File: config.mk
export PLATFORM = sky130hd
export DESIGN_NAME = mmu_login_ctrl
export DESIGN_NICKNAME = d
export VERILOG_FILES = /design/src/rtl/mmu_login_ctrl.sv
export SDC_FILE = /design/constraint.sdc
export NUM_CORES = 1
export LEC_CHECK = 0
export ABC_AREA = 1
export CORE_UTILIZATION = 40
export DETAILED_ROUTE_END_ITERATION = 8
export GPL_ROUTABILITY_DRIVEN = 0
export PLACE_DENSITY = 0.78
export SYNTH_ARGS = -nofsm -noshare
export SYNTH_HDL_FRONTEND = slang
export SYNTH_SLANG_ARGS = --single-unit
export TNS_END_PERCENT = 1
File: constraint.sdc
create_clock -name clock -period 2 [get_ports clock]
set_input_delay 0.4 -clock clock [delete_from_list [all_inputs] [get_ports clock]]
set_output_delay 0.4 -clock clock [all_outputs]
set_load 0.01 [all_outputs]
File: src/rtl/mmu_login_ctrl.sv
// mmu_login_ctrl: key-sequence login session controller for the address-protection MMU
module mmu_login_ctrl #(
  parameter logic [63:0] KEY_ADDR       = 64'h7F00,
  parameter logic [63:0] KEY0           = 64'hA5A5_0001,
  parameter logic [63:0] KEY1           = 64'h5A5A_0002,
  parameter logic [63:0] KEY2           = 64'hC3C3_0003,
  parameter logic [63:0] KEY3           = 64'h3C3C_0004,
  parameter int          SESSION_CYCLES = 256,
  parameter int          MAX_FAILS      = 3,
  parameter int          LOCKOUT_CYCLES = 1024
) (
  input  logic        clock,
  input  logic        reset,
  input  logic [63:0] proc2mem_addr,
  input  logic [63:0] proc2mem_data,
  input  logic [1:0]  proc2mem_command,
  input  logic        protected_i,
  input  logic        logout,
  output logic        login,
  output logic        locked,
  output logic [7:0]  fail_cnt,
  output logic [15:0] viol_cnt,
  output logic [15:0] session_left
);
  typedef enum logic [2:0] {IDLE, K1, K2, K3, SESSION, LOCKOUT} state_e;
  localparam logic [15:0] SESS_LEN = 16'(SESSION_CYCLES);
  localparam logic [15:0] LOCK_TOP = 16'(LOCKOUT_CYCLES - 1);
  localparam logic [7:0]  FAIL_MAX = 8'(MAX_FAILS);
  state_e      state_q;
  logic        login_q, locked_q;
  logic [7:0]  fail_q;
  logic [15:0] viol_q, left_q, timer_q;
  logic        key_store, viol;
  logic [63:0] key_exp;
  logic [7:0]  fail_d;
  assign key_store = proc2mem_command == 2'd2 && proc2mem_addr == KEY_ADDR;
  assign viol      = protected_i && (proc2mem_command == 2'd1 || proc2mem_command == 2'd2);
  assign fail_d    = fail_q + 8'd1;
  always_comb key_exp = state_q == K1 ? KEY1 : state_q == K2 ? KEY2 : state_q == K3 ? KEY3 : KEY0;
  assign login        = login_q;
  assign locked       = locked_q;
  assign fail_cnt     = fail_q;
  assign viol_cnt     = viol_q;
  assign session_left = left_q;
  always_ff @(posedge clock or negedge reset)
    if (!reset) begin
      state_q  <= IDLE;
      login_q  <= 1'b0;
      locked_q <= 1'b0;
      fail_q   <= '0;
      viol_q   <= '0;
      left_q   <= '0;
      timer_q  <= '0;
    end else begin
      if (viol && viol_q != 16'hFFFF) viol_q <= viol_q + 16'd1;
      case (state_q)
        IDLE, K1, K2, K3:
          if (key_store && proc2mem_data == key_exp) begin
            if (state_q == K3) begin
              state_q <= SESSION;
              login_q <= 1'b1;
              left_q  <= SESS_LEN;
              fail_q  <= '0;
            end else state_q <= state_q == IDLE ? K1 : state_q == K1 ? K2 : K3;
          end else if (key_store || (viol && state_q != IDLE)) begin
            // a mismatched key word or a violation mid-sequence counts as a failed attempt
            fail_q <= fail_d;
            if (fail_d == FAIL_MAX) begin
              state_q  <= LOCKOUT;
              locked_q <= 1'b1;
              timer_q  <= LOCK_TOP;
            end else state_q <= IDLE;
          end
        SESSION:
          if (left_q == 16'd1 || logout || (key_store && proc2mem_data == 64'd0)) begin
            state_q <= IDLE;
            login_q <= 1'b0;
            left_q  <= '0;
          end else left_q <= left_q - 16'd1;
        LOCKOUT:
          if (timer_q == 16'd0) begin
            state_q  <= IDLE;
            locked_q <= 1'b0;
            fail_q   <= '0;
          end else timer_q <= timer_q - 16'd1;
        default: state_q <= IDLE;
      endcase
    end
endmodule
==> results.py <==
metrics = {
    "synth": {
        "syn_nets": 776,
        "ys_types": 40,
        "postSynthCellCount": 635,
        "yosysTopAreaCellShare_pct": 34.95,
        "ys_ff_latch": 61,
        "yosys.area.top_type": "dfrtp_1",
        "syn_area_um2": 4368,
        "postSynthAreaPerCell_um2": 6.879,
        "yosys-top-cells-area": "dfrtp_1 (35%), nor2_1 (14%), nand2_1 (13%), nand3_1 (7.2%), xor2_1 (6.2%)",
        "yosys_warnings": 0,
        "ys_seq_area_share_pct": 34.95,
    },
    "sta": {
        "fin_crit_ps": 2006,
        "fmax_mhz": 498.4,
        "hold_violations": 0,
        "setup_slack_ps": -6.355,
        "slew_viol_final": 0,
        "tightest_slew_ps": 492.3,
        "whs_ps": 28.22,
        "relSlewSlack_pct": 66.74,
        "rsz0062_at_grt": "yes",
        "setup_viol": 1,
        "post-route-period-util_pct": 100.3,
        "fin_skew_ps": 10.76,
    },
    "placement": {
        "io_buffers": 175,
        "placed_area_um2": 6550,
        "hpwl_um": 10320,
    },
    "pwr": {
        "switching_share_pct": 32.12,
        "p_clk_share_pct": 28.2,
        "irDropWorstVdd_mv": 0.3322,
        "p_per_area_nw_per_um2": 552.0,
        "p_sw_uw": 1274,
        "p_seq_share_pct": 37.9,
        "p_leak_uw": 0.003271,
        "pwr-share-comb_pct": 33.9,
        "p_int_uw": 2692,
    },
    "global_route": {
        "grtUsageMet1_pct": 28.25,
        "use_met3_pct": 3.556,
        "antenna_found_initial": 1,
        "busiest_layer": "met2",
        "grt_pass1_wl_um": 21070,
        "use_met2_pct": 40.86,
        "grt_max_degree": 62,
        "gr-total-overflow": 0,
        "grt_pass1_vias": 4817,
        "grt_util_all_layers_pct": 23.11,
    },
    "die": {
        "fp.dieW_um": 106.5,
        "rows": 37,
        "start_util_pct": 41.75,
        "die_y_um": 106.5,
        "io_pins": 176,
        "die-area_um2": 11340,
        "fp.coreArea_um2": 10460,
    },
    "detailed_routing": {
        "wire_per_inst_um": 13.39,
        "firstDrtPassIters": 4,
        "vias": 4987,
        "routed_via_density": 4.962,
        "wirelength_um": 13460,
        "drc": 0,
        "drt_iter0_drc": 205,
        "ant_nets": 0,
    },
    "critical_path": {
        "required_ps": 2250,
        "ff2ff_setup_slack_ps": -6,
        "cp_max_fo": 8,
        "reg2reg_depth": 12,
        "worst-setup-path-type": "reg2reg",
        "r2r-end": "timer_q[10]",
        "critPathCaptureType": "flop",
        "critPathMaxStageDelay_ps": 390,
        "worstPathArrival_ps": 2260,
        "path_cells": "ha_2, buf_6, xor2_1, inv_1, and3_4, nand3_2, nor2_2, buf_6, nand3_4, clkbuf_16, nand2_1, inv_1",
        "crit_slowest_cell": "dfrtp_1",
        "r2r_start": "fail_cnt[1]",
        "crit_start": "fail_cnt[1]",
        "start_kind": "flop",
    },
    "finish": {
        "nNetsFinal": 1004,
        "layout_common_cells": "clkdlybuf4s50_1 (151), nor2_1 (146), nand2_1 (132)",
        "fillers": 853,
        "drive_above_1_share_pct": 18.09,
        "fin_area_um2": 7186,
        "area_growth_pct": 64.51,
        "layout_commonest_cell": "clkdlybuf4s50_1",
    },
    "clocking": {
        "clock_sink_count": 61,
        "cts_hold_buf": 0,
        "clkTransAtPathRegs_ps": 80,
        "htreeDepth": 3,
        "clockBufferDepth": 2,
        "cts_buffers": 9,
        "insertion_delay_ps": 360,
        "root_buffer": "clkbuf_8",
        "cts_tree": "built",
    },
    "outcome": {
        "violations": "setup timing",
        "status": "finished, violations left",
    },
    "worst_hold_path": {
        "min-delay-path-class": "in2async",
    },
    "run": {
        "drv_cap": 0,
    },
}
==> routing by layer <==
| metal | wire [um] | part of all wire, % | up-vias |
|---|---|---|---|
| met5 | 0 | 0 | - |
| met4 | 292 | 2.2 | 0 |
| met3 | 579 | 4.3 | 26 |
| met2 | 6914 | 51 | 145 |
| met1 | 5675 | 42 | 2317 |
| li1 | - | - | 2499 |
==> power groups by stage <==
stage | Sequential [uW] | Combinational [uW] | Clock, uW
global placement | 1510 | 1220 | 0
floorplan | 1560 | 490 | 0
finish | 1500 | 1340 | 1120
detailed placement | 1520 | 1250 | 0
CTS | 1500 | 1260 | 1130
global route | 1520 | 1470 | 1190
==> stage by stage <==
stage	instances	setup slack, ps	TNS, ps	total power (uW)	utilization [%]
2_1_floorplan	635	79.88	0	2047	-
3_3_place_gp	977	-374.3	-15350	2730	62.60
3_5_place_dp	977	-389.3	-16050	2771	62.60
4_1_cts	993	0.8296	0	3892	64.53
5_1_grt	1005	-108.8	-1863	4176	68.68
6_report	1005	-6.355	-6.355	3966	68.68
==> area by class of cell <==
class / count / area (um2) / share of cell area, %
Clock buffer: 9 / 123.9 / 1.724
Antenna cell: 1 / 2.502 / 0.03483
Timing Repair Buffer: 220 / 2232 / 31.06
Clock inverter: 7 / 73.82 / 1.027
Tap cell: 136 / 170.2 / 2.368
Inverter: 58 / 219.0 / 3.047
Sequential cell: 61 / 1529 / 21.28
Multi-Input combinational cell: 513 / 2835 / 39.46
==> sequential cells by signal (all words and copies together), names as in the netlist <==
| signal | count |
|---|---|
| locked | 1 |
| session_left | 16 |
| login | 1 |
| timer_q | 16 |
| viol_cnt | 16 |
| fail_cnt | 8 |
| state_q | 3 |
==> synthesized netlist by cell type <==
| library cell | number |
|---|---|
| nand3_1 | 63 |
| xor2_1 | 31 |
| nor2_4 | 2 |
| buf_6 | 2 |
| nor4_1 | 4 |
| nor3_4 | 1 |
| nand4_1 | 10 |
| mux2_2 | 1 |
| o22ai_1 | 8 |
| nor2_1 | 160 |
| a41oi_1 | 1 |
| nor3b_1 | 2 |
| inv_2 | 6 |
| o31ai_1 | 4 |
| xnor2_1 | 6 |
| nand2_2 | 2 |
| ha_1 | 7 |
| buf_2 | 1 |
| dfrtp_1 | 61 |
| a21oi_4 | 1 |
| clkinv_2 | 1 |
| nand2_4 | 5 |
| and3_1 | 1 |
| a21oi_1 | 5 |
| or2_1 | 1 |
| o21bai_1 | 1 |
| nand3b_1 | 7 |
| buf_4 | 1 |
| clkinv_1 | 1 |
| a21o_1 | 1 |
| o21ai_0 | 9 |
| o21ai_1 | 1 |
| or2_2 | 7 |
| inv_1 | 50 |
| nand3_2 | 5 |
| nand2_1 | 147 |
| nor3_1 | 11 |
| nand3_4 | 2 |
| a21oi_2 | 2 |
| nor2_2 | 4 |
==> repair_timing <==
action / in CTS / in global routing
buffers inserted: 0 / 9
cloned: 0 / 2
endpoints found under the setup margin: 11 / 45
resized for setup: 1 / 94
pin swaps: 1 / 52
==> cells by family (layout without fill, tap and decap cells) <==
| family | Yosys count | in the layout | synth area share [%] |
|---|---|---|---|
| multiplexers | 1 | 1 | 0.2578 |
| adder cells (fa/ha/maj) | 7 | 7 | 2.005 |
| other | 0 | 1 | 0 |
| AND/OR/NAND/NOR | 434 | 435 | 44.69 |
| AO/OA/AOI/OAI | 33 | 33 | 4.870 |
| flip-flops | 61 | 61 | 34.95 |
| buffers and inverters | 62 | 294 | 5.815 |
| XOR/XNOR | 37 | 37 | 7.419 |
==> how the worst max path moves through the flow <==
stage,endpoint,cells after the start,slack (ps)
final,timer_q[10],12,-6
after CTS,timer_q[1],12,0.8
after global placement,timer_q[3],10,-370
after global routing,timer_q[10],12,-110
after detailed placement,timer_q[1],10,-390
after floorplan,viol_cnt[13],11,80
==> critical path, delay by kind of cell (launching register included) <==
kind                       cells  cell delay [ps]
buffers and inverters          5              580
and+or+nand+nor                5              600
adders and majority gates      1              210
xor gates and xnor gates       1              130
DFF                            1              390
Note: power is estimated with default switching activity, not from simulation.
